[config.mk]
export PLATFORM = sky130hd
export DESIGN_NAME = ptw_mem_port
export DESIGN_NICKNAME = d
export VERILOG_FILES = /design/src/rtl/ptw_mem_port.sv
export SDC_FILE = /design/constraint.sdc
export NUM_CORES = 1
export LEC_CHECK = 0
export ABC_CLOCK_PERIOD_IN_PS = 9620
export BUFFER_PORTS_ARGS = -buffer_cell sky130_fd_sc_hd__buf_2
export CAP_MARGIN = 20
export CORE_AREA = 5 5 121 123
export CTS_CLUSTER_DIAMETER = 200
export DETAILED_ROUTE_END_ITERATION = 16
export DIE_AREA = 0 0 126 128
export PLACE_DENSITY = 0.77
export SLEW_MARGIN = 20
export SYNTH_ARGS = -nofsm -noshare
export SYNTH_HDL_FRONTEND = slang
export SYNTH_SLANG_ARGS = --single-unit
[constraint.sdc]
create_clock -name clk -period 9.62 [get_ports clk]
set_clock_uncertainty 0.1 [all_clocks]
set_input_delay 0 -clock clk [delete_from_list [all_inputs] [get_ports clk]]
set_output_delay 0 -clock clk [all_outputs]
set_load 0.05 [all_outputs]
[src/rtl/ptw_mem_port.sv]
// ptw_mem_port: PTE fetch port between the page-table walker and the D$.
// Define PTW_AD_UPDATE_EN to enable hardware A/D-bit write-back.
module ptw_mem_port #(
   parameter int PADDR_BITS = 40,
   parameter int PPN_BITS   = 20,
   parameter int TAG_BITS   = 7,
   parameter int MAX_RETRY  = 3
) (
   input  logic                  clk,
   input  logic                  reset,
   input  logic                  io_req_valid,
   output logic                  io_req_ready,
   input  logic [PADDR_BITS-1:0] io_req_addr,
   input  logic                  io_req_store,
   input  logic                  io_kill,
   output logic                  io_mem_req_valid,
   input  logic                  io_mem_req_ready,
   output logic [PADDR_BITS-1:0] io_mem_req_bits_addr,
   output logic [4:0]            io_mem_req_bits_cmd,
   output logic [TAG_BITS-1:0]   io_mem_req_bits_tag,
   output logic [2:0]            io_mem_req_bits_typ,
   output logic                  io_mem_req_bits_phys,
   output logic [63:0]           io_mem_s1_data,
   output logic                  io_mem_s1_kill,
   input  logic                  io_mem_resp_valid,
   input  logic [63:0]           io_mem_resp_bits_data,
   input  logic                  io_mem_resp_bits_nack,
   output logic                  io_resp_valid,
   output logic [63:0]           io_resp_pte,
   output logic [PPN_BITS-1:0]   io_resp_ppn,
   output logic                  io_resp_v,
   output logic                  io_resp_err
);

   localparam int RW = $clog2(MAX_RETRY + 1);

   // PTE bits above the PPN field up to bit 47 must be zero for a valid PTE
   localparam logic [63:0] HI_MASK =
      ((64'h1 << 48) - 64'h1) & ~((64'h1 << (PPN_BITS + 10)) - 64'h1);

   typedef enum logic [2:0] {
      IDLE    = 3'd0,
      REQ     = 3'd1,
      WAIT    = 3'd2,
      DONE    = 3'd3,
      AD_REQ  = 3'd4,
      AD_WAIT = 3'd5
   } state_t;

   state_t                  state, state_d;
   logic [PADDR_BITS-1:0]   addr_q, addr_d;
   logic                    store_q, store_d;
   logic [RW-1:0]           retry_q, retry_d;
   logic [63:0]             pte_q, pte_d;
   logic                    err_q, err_d;
   logic                    s1_kill_q;
   logic                    ad_need;
   logic                    retry_hit;
   logic [63:0]             ad_bits;

   assign retry_hit = (retry_q == RW'(MAX_RETRY));
   assign ad_bits   = {56'h0, store_q, 1'b1, 6'h0};

`ifdef PTW_AD_UPDATE_EN
   logic [63:0] rd;
   logic        rd_v;
   assign rd      = io_mem_resp_bits_data;
   assign rd_v    = rd[0] && ((rd & HI_MASK) == 64'h0);
   assign ad_need = rd_v && (|rd[3:1]) && (!rd[6] || (store_q && !rd[7]));
`else
   assign ad_need = 1'b0;
`endif

   assign io_mem_req_bits_addr = addr_q;
   assign io_mem_req_bits_tag  = '0;
   assign io_mem_req_bits_typ  = 3'h3;
   assign io_mem_req_bits_phys = 1'b1;
   assign io_mem_s1_data       = ad_bits;
   assign io_mem_s1_kill       = s1_kill_q;
   assign io_resp_pte          = pte_q;
   assign io_resp_ppn          = pte_q[PPN_BITS+9:10];
   assign io_resp_v            = pte_q[0] && ((pte_q & HI_MASK) == 64'h0);
   assign io_resp_err          = err_q;

   // State and fetch context registers
   always_ff @(posedge clk or posedge reset) begin
      if (reset) begin
         state     <= IDLE;
         addr_q    <= '0;
         store_q   <= 1'b0;
         retry_q   <= '0;
         pte_q     <= '0;
         err_q     <= 1'b0;
         s1_kill_q <= 1'b0;
      end else begin
         state     <= state_d;
         addr_q    <= addr_d;
         store_q   <= store_d;
         retry_q   <= retry_d;
         pte_q     <= pte_d;
         err_q     <= err_d;
         s1_kill_q <= io_mem_req_valid && io_mem_req_ready && io_kill;
      end
   end

   // Next-state, context updates and handshake outputs
   always_comb begin
      state_d             = state;
      addr_d              = addr_q;
      store_d             = store_q;
      retry_d             = retry_q;
      pte_d               = pte_q;
      err_d               = err_q;
      io_req_ready        = 1'b0;
      io_mem_req_valid    = 1'b0;
      io_mem_req_bits_cmd = 5'h0;
      io_resp_valid       = 1'b0;
      unique case (state)
         IDLE: begin
            io_req_ready = 1'b1;
            if (io_req_valid && !io_kill) begin
               state_d = REQ;
               addr_d  = io_req_addr;
               store_d = io_req_store;
               retry_d = '0;
               pte_d   = '0;
               err_d   = 1'b0;
            end
         end
         REQ: begin
            io_mem_req_valid = 1'b1;
            if (io_mem_req_ready) state_d = WAIT;
         end
         WAIT: begin
            if (io_mem_resp_valid) begin
               if (io_mem_resp_bits_nack) begin
                  if (retry_hit) begin
                     state_d = DONE;
                     err_d   = 1'b1;
                  end else begin
                     retry_d = retry_q + 1'b1;
                     state_d = REQ;
                  end
               end else begin
                  pte_d   = io_mem_resp_bits_data;
                  state_d = ad_need ? AD_REQ : DONE;
               end
            end
         end
         AD_REQ: begin
            io_mem_req_valid    = 1'b1;
            io_mem_req_bits_cmd = 5'ha;
            if (io_mem_req_ready) state_d = AD_WAIT;
         end
         AD_WAIT: begin
            if (io_mem_resp_valid) begin
               if (io_mem_resp_bits_nack) begin
                  if (retry_hit) begin
                     state_d = DONE;
                     err_d   = 1'b1;
                  end else begin
                     retry_d = retry_q + 1'b1;
                     state_d = AD_REQ;
                  end
               end else begin
                  pte_d   = pte_q | ad_bits;
                  state_d = DONE;
               end
            end
         end
         DONE: begin
            io_resp_valid = !io_kill;
            state_d       = IDLE;
         end
         default: state_d = IDLE;
      endcase
      if (io_kill) state_d = IDLE;
   end

endmodule

== After elaboration in Yosys (flattened, before gate mapping) ==
Cells that the tools add are included.

* Memory bits (read-only): 0
* Memories kept: 0
* Memory bits (writable): 0
* Input port bits: 112
* Bits in latches: 0
* Register bits after elaboration: 112

* Divide/modulo/power cells: 0
* Bitwise operators: 1
* Shift operators: 0
* Add/sub/neg operators: 1
* Muxes and demuxes: 31
* Multiply operators: 0
* Reduce and logical (&&, ||, !) cells: 16
* Equal/unequal tests: 20
* $lt $le $gt $ge: 0

{| class="wikitable"
|+ Operators with widths
! operator !! count
|-
| two-way mux 64 bit || 5
|-
| case mux 64 bit (3 select lines) || 1
|-
| zero test 64 bit || 1
|-
| OR 64 x 8 -> 64 bit || 1
|-
| two-way mux 3 bit || 9
|-
| != test 3 bit (second input constant) || 5
|-
| case mux 3 bit (5 select lines) || 1
|-
| AND reduction 5 bit || 3
|-
| != test 2 bit (second input constant) || 6
|-
| two-way mux 2 bit || 5
|-
| two-way mux 1 bit || 7
|-
| equality test 3 x 2 -> 1 bit (second input constant) || 2
|-
| equality test 3 bit (second input constant) || 2
|-
| != test 2 x 1 -> 1 bit (second input constant) || 3
|-
| AND reduction 6 bit || 1
|-
| logical AND 1 bit || 4
|-
| two-way mux 4 bit || 1
|-
| case mux 2 bit (2 select lines) || 1
|-
| OR reduction 2 bit || 2
|-
| equality test 3 x 1 -> 1 bit (second input constant) || 1
|-
| zero test 3 bit || 1
|-
| nonzero test 3 bit || 1
|-
| adder 2 x 1 -> 2 bit (second input constant) || 1
|-
| equality test 2 bit (second input constant) || 1
|-
| other kinds (4) || 4
|}

== Longest topological paths before layout ==
* Word-level depth: 6
* Depth in mapped cells: 8

== Worst setup path after synthesis ==
OpenSTA, ideal clock, no wires.

* Path kind: flip-flop to output port
* Start point: reg pte_q[0] (netlist: io_resp_pte[0])
* End point: out io_resp_v
* Data arrival time: 2.531 ns
* Slack: 6.989 ns
* Buffers on the path: 0
* Cell stages (with the launch flop): 5
* Cells stage by stage: dfrtp_1 > inv_1 > nor4_1 > nand4_1 > nor4_1

* Word-level cells in the longest chain between the ends: 1

{| class="wikitable"
|+ RTL lines
! what !! RTL line !! text
|-
| start: declaration || 54 || <nowiki>logic [63:0] pte_q, pte_d;</nowiki>
|-
| start signal: assignment || 100 || <nowiki>pte_q <= pte_d;</nowiki>
|-
| logical AND 1 bit || 82 || <nowiki>assign io_resp_v = pte_q[0] && ((pte_q & HI_MASK) == 64'h0);</nowiki>
|-
| end: declaration || 31 || <nowiki>output logic io_resp_v,</nowiki>
|}

Every way passes these cells.

== Worst setup path in the final report ==
* Start point: reg state[0]
* End point: reg addr_q[33] (netlist: io_mem_req_bits_addr[33])

* Word-level cells in the longest chain between the ends: 2

{| class="wikitable"
|+ RTL lines
! what !! RTL line !! text
|-
| start: declaration || 50 || <nowiki>state_t state, state_d;</nowiki>
|-
| start signal: assignment || 96 || <nowiki>state <= state_d;</nowiki>
|-
| zero test 3 bit || 118 || <nowiki>unique case (state)</nowiki>
|-
| AND reduction 2 bit (no source line) || - ||
|-
| end signal: assignment || 97 || <nowiki>addr_q <= addr_d;</nowiki>
|-
| end: declaration || 51 || <nowiki>logic [PADDR_BITS-1:0] addr_q, addr_d;</nowiki>
|}

Every way passes these cells.
A chain may end at the register's enable or synchronous reset.

==> impl_metrics.json <==
{
  "max_cap_violations": 0,
  "setup-tns-final_ns": 0,
  "wl_per_cell_um": 15.2,
  "start_util": 0.409,
  "drt_wl_total_mm": 15.8,
  "cts_sinks": 112,
  "nets": 970,
  "clk_latency_ns": 0.35,
  "postSynthCellCount": 541,
  "num_io_pins": 322,
  "synth_area_um2": 5550,
  "fin_cells": 1042,
  "period_needed_ns": 2.30,
  "slowest_stage": "dfrtp_1",
  "clk_pin_slew_worst_paths_ns": 0.08,
  "run_status": "completed",
  "worstPathMaxFanout": 42,
  "p_leak_nw": 4.00,
  "synthArstFlopShare": 1.00,
  "min_period_over_period": 0.239,
  "die_h_um": 128,
  "synth_top_area_share": 0.505,
  "p_per_area_nw_per_um2": 222,
  "max_slew_margin": 0.494,
  "hold_viol": 0,
  "power_mw": 1.74,
  "rsz0062_at_grt": "no",
  "drtPass1Iterations": 4,
  "slowest_delay_ns": 0.59,
  "drtIter0Drc": 199,
  "post-dp-hpwl_mm": 9.94,
  "htreeDepth": 3,
  "die_w_um": 126,
  "setup-violations-final": 0,
  "dr_total_vias": 4789,
  "die_area_um2": 16100,
  "grt_overflow": 0,
  "core-area_um2": 13600,
  "antenna_found_initial": 0,
  "cp.required_ns": 9.76,
  "synth_enable_flop_cells": 0,
  "viasPerCell": 4.60,
  "synth_seq_area_share": 0.505,
  "first_global_vias": 4882,
  "synth.avg_cell_area_um2": 10.3,
  "start_kind": "flop",
  "cts_tree": "yes",
  "synth_top_cell_by_area": "dfrtp_1",
  "synthMostInstantiatedCell": "dfrtp_1",
  "max_freq_mhz": 434,
  "grt_usage": 0.191,
  "report.final.slew_viol_count": 0,
  "drc": 0,
  "synth_commonest_cells": "dfrtp_1 (112), buf_4 (105), inv_1 (69)",
  "criticalPathCategory": "flop to flop",
  "drive_above_1_share": 0.360,
  "final_antenna_net_count": 0,
  "grt_start_max_net_pins": 126,
  "setup_slack_ns": 7.32,
  "numCtsBuffers": 9,
  "area_growth_syn_to_layout_pct": 41.6,
  "portBuffers": 244,
  "worstPathCellList": "or2_4, nor3_4, buf_4, mux2_2",
  "vdd_drop_max_mv": 0.158,
  "critPathCaptureType": "flop",
  "ys.flop_type": "dfrtp_1",
  "min_path_type": "input port to flop",
  "synthTopCellsByArea": "dfrtp_1 (51%), buf_4 (14%), mux2_2 (7.9%)",
  "gp_congestion": 0.847,
  "grt_pass1_wl_mm": 25.0,
  "cts_max_path_buffers": 2,
  "yosysWarnings": 0,
  "worstPathArrival_ns": 2.44,
  "clockRootBuffer": "clkbuf_16",
  "pre_cts_slack_ns": 7.16,
  "antenna_cells": 0,
  "placedCellCount": 914,
  "ys_ff_latch": 112,
  "worst_pin_slew_ns": 0.759,
  "postCtsSetupBuffers": 0,
  "yosysUniqueCellTypes": 48,
  "num_rows": 43
}
-- logic make-up (layout without fill, tap and decap cells) --
group,Yosys count,in the layout,synth area share
buffers and inverters,199,445,0.216
multiplexers,44,44,0.0889
AND/OR/NAND/NOR,96,96,0.0954
XOR/XNOR,1,1,0.00158
adder cells (fa/ha/maj),1,1,0.00226
other,2,77,0.00135
flip-flops,112,112,0.505
AO/OA/AOI/OAI,86,86,0.0889
-- placed cells by master, fill, tap and decap left out, types with 3 or more instances in the layout --
| cell | count |
|---|---|
| nor4_1 | 6 |
| dfrtp_1 | 112 |
| o21ai_1 | 4 |
| buf_4 | 4 |
| buf_2 | 244 |
| conb_1 | 77 |
| nand2_1 | 3 |
| nand2b_1 | 4 |
| nand3_1 | 62 |
| mux2_1 | 3 |
| inv_1 | 68 |
| mux2_2 | 39 |
| nor2_1 | 6 |
| dlygate4sd3_1 | 111 |
| a21oi_1 | 3 |
| nor3_1 | 3 |
| clkbuf_16 | 9 |
| o21ai_0 | 60 |
-- per-stage QoR --
stage / hold WS [ns] / cell area (um2) / util
after floorplan: -0.0336 / 5830 / -
after global placement: 0.0304 / 6380 / 0.471
after detailed placement: 0.0270 / 6380 / 0.471
after CTS: 0.0671 / 7830 / 0.577
after global routing: 0.136 / 7860 / 0.579
final: 0.108 / 7860 / 0.579
-- final cells by class --
type / instances / area [um2]
Fill cell: 1081 / 5700
Sequential cell: 112 / 2800
Clock buffer: 10 / 239
Multi-Input combinational cell: 305 / 1840
Timing Repair Buffer: 360 / 2390
Inverter: 69 / 262
Tap cell: 180 / 225
Clock inverter: 6 / 98.8
-- sequential cells by signal, summed over array words and instances, names as in the netlist --
register	cells
retry_q	2
state	3
io_mem_s1_kill	1
io_resp_pte	64
store_q	1
io_mem_req_bits_addr	40
io_resp_err	1
-- power by group --
| group | internal (mW) | switching (mW) | total (mW) |
|---|---|---|---|
| Sequential | 0.553 | 0.0535 | 0.607 |
| Clock | 0.240 | 0.181 | 0.421 |
| Combinational | 0.178 | 0.536 | 0.713 |
-- repair_timing --
action	CTS	global route
gates resized for setup	0	0
hold endpoints to repair	161	0
setup endpoints to repair	0	0
hold buffers	111	0
-- worst max-delay path, delay by kind of cell (launching register included) --
family	cells	cell delay [ns]
buf+inv	1	0.50
simple gates	2	0.57
flops	1	0.59
mux	1	0.41
-- worst paths after layout --
path                            cells after the start                       end  slack (ns)               startpoint
min in group asynchronous                           3           io_resp_pte[21]        0.18                    reset
max in group asynchronous                           4  io_mem_req_bits_addr[24]        8.03                    reset
worst max-delay path                                4  io_mem_req_bits_addr[33]        7.32                 state[0]
worst max register to register                      4  io_mem_req_bits_addr[33]        7.32                 state[0]
worst min-delay path                                4                  state[1]        0.11             io_req_valid
worst min register to register                      1   io_mem_req_bits_addr[3]        0.40  io_mem_req_bits_addr[3]
-- metal layers --
| layer | part of all wire | up-vias | GRT usage |
|---|---|---|---|
| li1 | - | 2254 | - |
| met4 | 0.029 | 0 | 0.0808 |
| met3 | 0.091 | 41 | 0.0563 |
| met5 | 0 | - | 0 |
| met2 | 0.52 | 252 | 0.337 |
| met1 | 0.36 | 2242 | 0.216 |
Note: power is estimated with default switching activity, not from simulation.
